==> config.mk <==
export PLATFORM = sky130hd
export DESIGN_NAME = lut_neuron_layer_pipe_flat
export DESIGN_NICKNAME = d
export VERILOG_FILES = /design/src/rtl/lut_layer_pkg.sv /design/src/rtl/lut_neuron_layer_pipe_if.sv /design/src/rtl/lut_neuron_table.sv /design/src/rtl/lut_neuron_layer_pipe.sv /design/src/flat_wrapper.sv
export SDC_FILE = /design/constraint.sdc
export NUM_CORES = 2
export LEC_CHECK = 0
export CAP_MARGIN = 20
export CORE_ASPECT_RATIO = 0.9
export CORE_MARGIN = 8
export CORE_UTILIZATION = 58
export DETAILED_ROUTE_END_ITERATION = 10
export GPL_TIMING_DRIVEN = 0
export HOLD_SLACK_MARGIN = 0.03
export MAX_ROUTING_LAYER = met4
export PLACE_DENSITY = 0.75
export REMOVE_ABC_BUFFERS = 1
export SYNTH_ARGS = -nofsm -noshare
export SYNTH_HDL_FRONTEND = slang
export SYNTH_HIERARCHICAL = 1
export SYNTH_SLANG_ARGS = --single-unit
==> constraint.sdc <==
create_clock -name clk -period 4.78 [get_ports clk]
set_clock_uncertainty 0.05 [all_clocks]
set_input_delay 0.956 -clock clk [delete_from_list [all_inputs] [get_ports clk]]
set_output_delay 0.956 -clock clk [all_outputs]
set_load 0.05 [all_outputs]
==> src/rtl/lut_layer_pkg.sv <==
// Shared constants, config record type and slice-index helpers for the
// truth-table neuron layer.
package lut_layer_pkg;

  localparam int NEURONS_DEF    = 16;
  localparam int FANIN_BITS_DEF = 6;
  localparam int OUT_BITS_DEF   = 2;
  localparam int TABLE_DEPTH    = 2 ** FANIN_BITS_DEF;
  // Wide enough to express index NEURONS itself so the error path is reachable.
  localparam int NIDX_W_DEF     = $clog2(NEURONS_DEF + 1);

  typedef struct packed {
    logic [NIDX_W_DEF-1:0]     neuron;
    logic [FANIN_BITS_DEF-1:0] addr;
    logic [OUT_BITS_DEF-1:0]   data;
  } cfg_wr_t;

  function automatic int in_lsb(int n, int fanin_bits);
    return n * fanin_bits;
  endfunction

  function automatic int out_lsb(int n, int out_bits);
    return n * out_bits;
  endfunction

endpackage

==> src/rtl/lut_neuron_layer_pipe_if.sv <==
// Stream and table-config signals of the neuron layer, grouped for port use.
interface lut_neuron_layer_pipe_if #(
  parameter int NEURONS    = 16,
  parameter int FANIN_BITS = 6,
  parameter int OUT_BITS   = 2,
  parameter int NIDX_W     = $clog2(NEURONS + 1)
);
  logic                         in_valid;
  logic                         in_ready;
  logic [NEURONS*FANIN_BITS-1:0] in_data;
  logic                         out_valid;
  logic                         out_ready;
  logic [NEURONS*OUT_BITS-1:0]  out_data;
  logic                         cfg_we;
  logic [NIDX_W-1:0]            cfg_neuron;
  logic [FANIN_BITS-1:0]        cfg_addr;
  logic [OUT_BITS-1:0]          cfg_data;
  logic                         cfg_err;

  modport master (
    output in_valid, in_data, out_ready, cfg_we, cfg_neuron, cfg_addr, cfg_data,
    input  in_ready, out_valid, out_data, cfg_err
  );

  modport slave (
    input  in_valid, in_data, out_ready, cfg_we, cfg_neuron, cfg_addr, cfg_data,
    output in_ready, out_valid, out_data, cfg_err
  );
endinterface

==> src/rtl/lut_neuron_table.sv <==
// One neuron: runtime-loadable truth table with a single write port and a
// combinational read port.
module lut_neuron_table #(
  parameter int FANIN_BITS = 6,
  parameter int OUT_BITS   = 2
) (
  input  logic                  clk,
  input  logic                  rst,
  input  logic                  we,
  input  logic [FANIN_BITS-1:0] waddr,
  input  logic [OUT_BITS-1:0]   wdata,
  input  logic [FANIN_BITS-1:0] raddr,
  output logic [OUT_BITS-1:0]   rdata
);
  localparam int DEPTH = 2 ** FANIN_BITS;

  logic [OUT_BITS-1:0] mem [DEPTH];

  always_ff @(posedge clk or posedge rst) begin
    if (rst) begin
      for (int i = 0; i < DEPTH; i++) mem[i] <= '0;
    end else if (we) begin
      mem[waddr] <= wdata;
    end
  end

  // Read sees pre-edge contents, so a same-edge write returns the old value.
  assign rdata = mem[raddr];

endmodule

==> src/rtl/lut_neuron_layer_pipe.sv <==
// Pipelined layer of truth-table neurons: table lookup into a main output
// register backed by one skid register, plus table config decode.
//
//  state    | meaning
//  ST_EMPTY | main register empty, skid empty
//  ST_MAIN  | main register holds a vector, skid empty
//  ST_BOTH  | main and skid both hold vectors, input stalled
module lut_neuron_layer_pipe
  import lut_layer_pkg::*;
#(
  parameter int NEURONS    = NEURONS_DEF,
  parameter int FANIN_BITS = FANIN_BITS_DEF,
  parameter int OUT_BITS   = OUT_BITS_DEF,
  parameter int NIDX_W     = $clog2(NEURONS + 1)
) (
  input  logic                    clk,
  input  logic                    rst,
  lut_neuron_layer_pipe_if.slave  bus
);

  typedef enum logic [1:0] {ST_EMPTY, ST_MAIN, ST_BOTH} state_t;

  state_t state_q, state_d;
  logic   load_main, load_skid, main_from_skid;
  logic   accept;
  logic   cfg_err_q;

  logic [NEURONS*OUT_BITS-1:0] lookup, main_q, skid_q;

  for (genvar n = 0; n < NEURONS; n++) begin : g_neuron
    localparam int IL = in_lsb(n, FANIN_BITS);
    localparam int OL = out_lsb(n, OUT_BITS);

    lut_neuron_table #(
      .FANIN_BITS (FANIN_BITS),
      .OUT_BITS   (OUT_BITS)
    ) u_table (
      .clk   (clk),
      .rst   (rst),
      .we    (bus.cfg_we && (bus.cfg_neuron == NIDX_W'(n))),
      .waddr (bus.cfg_addr),
      .wdata (bus.cfg_data),
      .raddr (bus.in_data[IL +: FANIN_BITS]),
      .rdata (lookup[OL +: OUT_BITS])
    );
  end

  assign accept = bus.in_valid && bus.in_ready;

  always_ff @(posedge clk or posedge rst) begin
    if (rst) state_q <= ST_EMPTY;
    else     state_q <= state_d;
  end

  always_comb begin
    state_d        = state_q;
    load_main      = 1'b0;
    load_skid      = 1'b0;
    main_from_skid = 1'b0;
    case (state_q)
      ST_EMPTY: begin
        if (accept) begin
          load_main = 1'b1;
          state_d   = ST_MAIN;
        end
      end
      ST_MAIN: begin
        if (bus.out_ready) begin
          if (accept) load_main = 1'b1;
          else        state_d   = ST_EMPTY;
        end else if (accept) begin
          load_skid = 1'b1;
          state_d   = ST_BOTH;
        end
      end
      ST_BOTH: begin
        if (bus.out_ready) begin
          load_main      = 1'b1;
          main_from_skid = 1'b1;
          state_d        = ST_MAIN;
        end
      end
      default: state_d = ST_EMPTY;
    endcase
  end

  always_ff @(posedge clk or posedge rst) begin
    if (rst) begin
      main_q    <= '0;
      skid_q    <= '0;
      cfg_err_q <= 1'b0;
    end else begin
      if (load_main) main_q <= main_from_skid ? skid_q : lookup;
      if (load_skid) skid_q <= lookup;
      cfg_err_q <= bus.cfg_we && (bus.cfg_neuron >= NIDX_W'(NEURONS));
    end
  end

  assign bus.in_ready  = (state_q != ST_BOTH);
  assign bus.out_valid = (state_q != ST_EMPTY);
  assign bus.out_data  = main_q;
  assign bus.cfg_err   = cfg_err_q;

endmodule

==> src/flat_wrapper.sv <==
// flat-port wrapper written by rule: the top's interface ports become plain ports
module lut_neuron_layer_pipe_flat import lut_layer_pkg::*;
#(
  parameter int NEURONS    = NEURONS_DEF,
  parameter int FANIN_BITS = FANIN_BITS_DEF,
  parameter int OUT_BITS   = OUT_BITS_DEF,
  parameter int NIDX_W     = $clog2(NEURONS + 1)
)
  (clk, rst, bus_in_valid, bus_in_data, bus_out_ready, bus_cfg_we, bus_cfg_neuron, bus_cfg_addr, bus_cfg_data, bus_in_ready, bus_out_valid, bus_out_data, bus_cfg_err);
  lut_neuron_layer_pipe_if #(.NEURONS(NEURONS), .FANIN_BITS(FANIN_BITS), .OUT_BITS(OUT_BITS), .NIDX_W(NIDX_W)) bus_i ();
  input  logic clk;
  input  logic rst;
  input wire logic [$bits(bus_i.in_valid)-1:0] bus_in_valid;
  input wire logic [$bits(bus_i.in_data)-1:0] bus_in_data;
  input wire logic [$bits(bus_i.out_ready)-1:0] bus_out_ready;
  input wire logic [$bits(bus_i.cfg_we)-1:0] bus_cfg_we;
  input wire logic [$bits(bus_i.cfg_neuron)-1:0] bus_cfg_neuron;
  input wire logic [$bits(bus_i.cfg_addr)-1:0] bus_cfg_addr;
  input wire logic [$bits(bus_i.cfg_data)-1:0] bus_cfg_data;
  output wire logic [$bits(bus_i.in_ready)-1:0] bus_in_ready;
  output wire logic [$bits(bus_i.out_valid)-1:0] bus_out_valid;
  output wire logic [$bits(bus_i.out_data)-1:0] bus_out_data;
  output wire logic [$bits(bus_i.cfg_err)-1:0] bus_cfg_err;
  assign bus_i.in_valid = bus_in_valid;
  assign bus_i.in_data = bus_in_data;
  assign bus_i.out_ready = bus_out_ready;
  assign bus_i.cfg_we = bus_cfg_we;
  assign bus_i.cfg_neuron = bus_cfg_neuron;
  assign bus_i.cfg_addr = bus_cfg_addr;
  assign bus_i.cfg_data = bus_cfg_data;
  assign bus_in_ready = bus_i.in_ready;
  assign bus_out_valid = bus_i.out_valid;
  assign bus_out_data = bus_i.out_data;
  assign bus_cfg_err = bus_i.cfg_err;
  lut_neuron_layer_pipe #(.NEURONS(NEURONS), .FANIN_BITS(FANIN_BITS), .OUT_BITS(OUT_BITS), .NIDX_W(NIDX_W)) u_core (.clk(clk), .rst(rst), .bus(bus_i));
endmodule
=== After elaboration in Yosys (flattened, before gate mapping) ===
Index checks and enable logic that the tools add are counted.

* Reductions and logical operators: 23
* $lt $le $gt $ge: 19
* Bitwise gates (word level): 17
* Equality and inequality tests: 22
* Muxes and demuxes: 80

{| class="wikitable"
|+ Operator list
! operator !! number
|-
| $bwmux W128 || 16
|-
| $bmux W2 S6 || 16
|-
| $ge A7 B7 Y1 const B || 17
|-
| $not A6 Y7 || 17
|-
| $mux W2 || 38
|-
| $eq A5 B4 Y1 const B || 8
|-
| $mux W32 || 1
|-
| $eq A5 B3 Y1 const B || 4
|-
| $logic_and A1 B1 Y1 || 19
|-
| $demux W2 S6 || 1
|-
| $eq A5 B2 Y1 const B || 2
|-
| $lt A7 B1 Y1 const B || 1
|-
| $mux W1 || 6
|-
| $pmux W2 S3 || 1
|-
| $eq A5 B1 Y1 const B || 1
|-
| $ge A5 B5 Y1 const B || 1
|-
| $logic_not A5 Y1 || 1
|-
| $ne A2 B2 Y1 const B || 2
|-
| $reduce_and A4 Y1 || 1
|-
| $ne A3 B2 Y1 const B || 1
|-
| $ne A3 B3 Y1 const B || 1
|-
| $pmux W1 S3 || 1
|-
| $eq A2 B1 Y1 const B || 1
|-
| $eq A2 B2 Y1 const B || 1
|-
| 3 further kinds || 3
|}

* Input bits: 114
* Bits in registers: 2115
* Logic and storage cells: 1189
* Output and inout port bits: 35

=== Logic depth before layout (Yosys ltp) ===
* Depth in word-level cells: 6
* Gate-level depth with buffers: 9
* Gate-level depth less buffers: 7

=== By module ===
Netlist, hierarchy kept.

{| class="wikitable"
|+ By module, submodules not included
! module !! instances !! area an instance (µm²) !! cells an instance
|-
| lut_neuron_table || 16 || 6277.3 || 474
|-
| lut_neuron_layer_pipe || 1 || 3268.1 || 219
|}

=== Least setup slack after synthesis ===
No wires, ideal clock.

* Kind: input to register
* Start point: in bus_cfg_neuron[0]
* End point: reg u_core/g_neuron[0].u_table/mem[126] (netlist bit)
* Path slack: 1737 ps
* Stages: 7
* Setup time: 125 ps
* Path buffers: 0
* Arrival: 2869 ps
* Path through: nor3b_1 > nand2b_1 > nor3_1 > nand2b_1 > or4_1 > nor3_1 > mux2_2

* Longest elaborated chain between the ends: 2

{| class="wikitable"
|+ RTL lines
! what !! line !! source
|-
| start: declaration || flat_wrapper.sv:17 || <nowiki>input wire logic [$bits(bus_i.cfg_neuron)-1:0] bus_cfg_neuron;</nowiki>
|-
| $logic_not A5 Y1 || lut_neuron_layer_pipe.sv:40 || <nowiki>.we (bus.cfg_we && (bus.cfg_neuron == NIDX_W'(n))),</nowiki>
|-
| $logic_and A1 B1 Y1 || lut_neuron_layer_pipe.sv:40 ||
|-
| end signal: indexed assignment || lut_neuron_table.sv:23 || <nowiki>mem[waddr] <= wdata;</nowiki>
|-
| end: declaration || lut_neuron_table.sv:17 || <nowiki>logic [OUT_BITS-1:0] mem [DEPTH];</nowiki>
|}

No other way between the ends.
A chain may end at the register's enable or synchronous reset.

=== Final worst setup path ===
* Start point: in bus_cfg_neuron[4]
* End point: reg u_core/g_neuron[5].u_table/mem[22] (netlist bit)

* Longest elaborated chain between the ends: 2

{| class="wikitable"
|+ RTL lines
! what !! line
|-
| $eq A5 B3 Y1 || lut_neuron_layer_pipe.sv:40
|-
| $logic_and A1 B1 Y1 || lut_neuron_layer_pipe.sv:40
|-
| end signal: indexed assignment || lut_neuron_table.sv:23
|-
| end: declaration || lut_neuron_table.sv:17
|}

No other way between the ends.

==> reports/results.tsv <==
stage	metric	value	unit
power_and_ir_drop	Leak	53.8	nW
routing	DRT Pass-1 Iters	6	
synthesis	Mapped Area	0.104	mm²
grt	global-route wire length before repair	406	mm
place	port bufs	148	
synthesis	Syn Area/Cell	13.3	µm²
worst_setup_path	worst-case reg-to-reg path depth	7	
cts	Post-CTS Resized	0	
grt	via count of the first global-routing pass	70332	
worst_setup_path	Worst setup SP type	primary input	
synthesis	synth warn	6	
finish	post-route insts no fill	10327	
worst_setup_path	crit path kind	in2reg	
worst_setup_path	R2R Path Start	u_core/g_neuron[5].u_table/mem[109]$_DFFE_PP0P_	
grt	Total GRT Usage	0.268	
synthesis	Yosys reg bits	2115	
worst_setup_path	R2R Path End	u_core/bus.out_data[11]$_DFFE_PP0P_	
floorplan	die height	417	µm
power_and_ir_drop	maximum VDD drop	0.367	mV
sta	min Tclk post-route	4070	ps
worst_setup_path	CP endpoint kind	flop	
power_and_ir_drop	Tot Pwr	38.8	mW
sta	final max-slew violation count	0	
grt	initial antenna violation count	16	
place	DP HPWL	160	mm
hold_path	HP Class	in2async	
worst_setup_path	crit path from	bus_cfg_neuron[4]	
finish	Layout Nets	7861	
cts	CTS tree	built	
cts	Clk Latency, worst-skew pair	850	ps
floorplan	overall die area	0.193	mm²
sta	Finish-stage setup viols	0	
routing	via count	65738	
synthesis	number of synthesized flops with an enable pin	0	
sta	relative slew slack	0.236	
worst_setup_path	crit path DAT	4740	ps
routing	Iter 0 DRT Violations	5744	
cts	Setup Buffers After CTS	0	
routing	Post-route DRC	0	
floorplan	number of rows in the core area	147	
synthesis	register area share after synthesis	0.510	
routing	DR vias/cell	6.37	
routing	Routed WL per cell	24.3	µm
floorplan	I/O Pins	149	
sta	endpoints failing hold	0	
finish	synthesis-to-layout area growth	11.0	%
worst_setup_path	CP Max Fanout	6	
worst_setup_path	Worst EP required	5450	ps
sta	setup repair after global routing missed its margin	no	
floorplan	core box area	0.178	mm²
finish	fill cell count	13071	
sta	worst slew pin tran	1140	ps
finish	commonest cells after routing, fill and taps aside	2115 x dfrtp_1, 1977 x mux2_2, 690 x nand2_1, 688 x nor2_1, 464 x mux4_2	
outcome	status	finished clean	
finish	most common cell after layout, fill and taps aside	dfrtp_1	
routing	Final ANT Viol Nets	0	
place	placer congestion estimate	0.832	
power_and_ir_drop	Pwr Density	338	mW/mm²
grt	largest net degree at the start of global routing	171	
routing	final wirelength	251	mm
place	placed insts	9907	
floorplan	width of the die	462	µm
cts	Num CTS Buffers	213	
sta	post-route worst setup slack	715	ps
cts	H-tree depth	4	
synthesis	synth unique cells	49	
job	Max-Cap Viols	0	
place	dpl ws	-516	ps
floorplan	Initial Util	0.582	
sta	fmax	0.246	GHz
cts	Hold Buf Count CTS	0	
synthesis	Mapped Cells	7803	
cts	root buffer cell	clkbuf_16	
sta	WHS	257	ps
synthesis	fraction of registers with async set/reset	1.00	
grt	Overflow after GRT	0	
cts	CTS Buffer Depth	3	
sta	Final TNS setup	0	ps
finish	layout cells sized above 1	0.385	
sta	post-route clock period utilization	0.850	
synthesis	most common flop cell mapped by yosys	dfrtp_1	
worst_setup_path	crit path capture	u_core/g_neuron[5].u_table/mem[22]$_DFFE_PP0P_	
cts	CTS sink cnt	2115	
worst_setup_path	internal reg-to-reg setup slack	2150	ps
cts	Worst-path clk slew	60	ps
## layer usage
metal  up-vias  track usage  wire length, µm
met5         -            -                0
met4         0       0.0775             6680
met3       471       0.0368            13700
met2      1987        0.417           122000
met1     34889        0.374           109000
li1      28391            -                -
## synthesized netlist by cell type, types with 17 or more instances
library cell	number	area (µm²)
or3b_2	32	280
and3b_1	32	280
mux4_2	464	10500
mux2_4	44	661
buf_2	67	335
a21oi_1	32	160
a22o_1	32	280
clkbuf_1	352	1320
mux2i_1	82	821
inv_1	33	124
o21ai_0	36	180
nand2_1	690	2590
dfrtp_1	2115	52900
nand3_1	116	581
nor2b_1	97	607
a211oi_1	32	240
a22oi_1	96	721
buf_6	50	563
buf_1	32	120
or2_2	33	206
and3_1	32	200
nor2_1	688	2580
a311oi_1	48	420
nand2b_1	54	338
nor3_1	84	420
nand3b_1	65	488
or4_1	32	240
and2_1	17	106
a21o_1	32	240
mux2_1	131	1480
nor3b_1	33	248
mux2_2	1977	22300
## how the worst min path moves through the flow
| stage | start | slack (ps) | to |
|---|---|---|---|
| 6_report | rst | 260 | u_core/bus.out_data[12]$_DFFE_PP0P_ |
| 5_1_grt | rst | 250 | u_core/g_neuron[4].u_table/mem[98]$_DFFE_PP0P_ |
| 4_1_cts | rst | 230 | u_core/g_neuron[4].u_table/mem[98]$_DFFE_PP0P_ |
| 3_5_place_dp | u_core/g_neuron[5].u_table/mem[10]$_DFFE_PP0P_ | 430 | u_core/g_neuron[5].u_table/mem[10]$_DFFE_PP0P_ |
| 3_3_place_gp | u_core/skid_q[12]$_DFFE_PP0P_ | 420 | u_core/skid_q[12]$_DFFE_PP0P_ |
| 2_1_floorplan | u_core/skid_q[11]$_DFFE_PP0P_ | 410 | u_core/skid_q[11]$_DFFE_PP0P_ |
## flip-flops by register name (all words and copies together), names as in the netlist
| name | cells |
|---|---|
| u_core/bus.out_data | 32 |
| u_core/bus.cfg_err | 1 |
| u_core/state_q | 2 |
| u_core/skid_q | 32 |
| u_core/g_neuron.u_table/mem | 2048 |
## critical path, cell delays in order
cell and delay [ps]:
clkdlybuf4s50_1 450, nand4bb_1 680, nor2_1 830, nand2_1 250, nor3_1 870, nand2_1 310
mux2_2 370
## cells by family after synthesis
family	count (synthesis)	synth area share
AOI/OAI and AO/OA	379	0.0275
and+or+nand+nor	2057	0.0926
buffers and inverters	554	0.0256
muxes	2698	0.344
DFF	2115	0.510
## through the flow
step            util  instance area, µm²
2_1_floorplan      -              101000
3_3_place_gp   0.593              106000
3_5_place_dp   0.604              108000
4_1_cts        0.646              115000
5_1_grt        0.646              115000
6_report       0.646              115000
## final cells by class
| class | instances | area [µm²] | share of cell area |
|---|---|---|---|
| multi-input cells | 5134 | 48100 | 0.418 |
| clock inverters | 74 | 1040 | 0.00907 |
| well taps | 2384 | 2980 | 0.0259 |
| repair buffers | 250 | 3430 | 0.0298 |
| inverters | 33 | 209 | 0.00182 |
| flip-flops and latches | 2115 | 52900 | 0.460 |
| clock buffers | 323 | 6340 | 0.0551 |
| diodes | 14 | 35.0 | 0.000304 |
## report_power, final
part	switching (mW)	internal [mW]
registers	0.170	18.2
clock network	7.10	10.4
logic	1.96	1.01
Note: power is estimated with default switching activity, not from simulation.
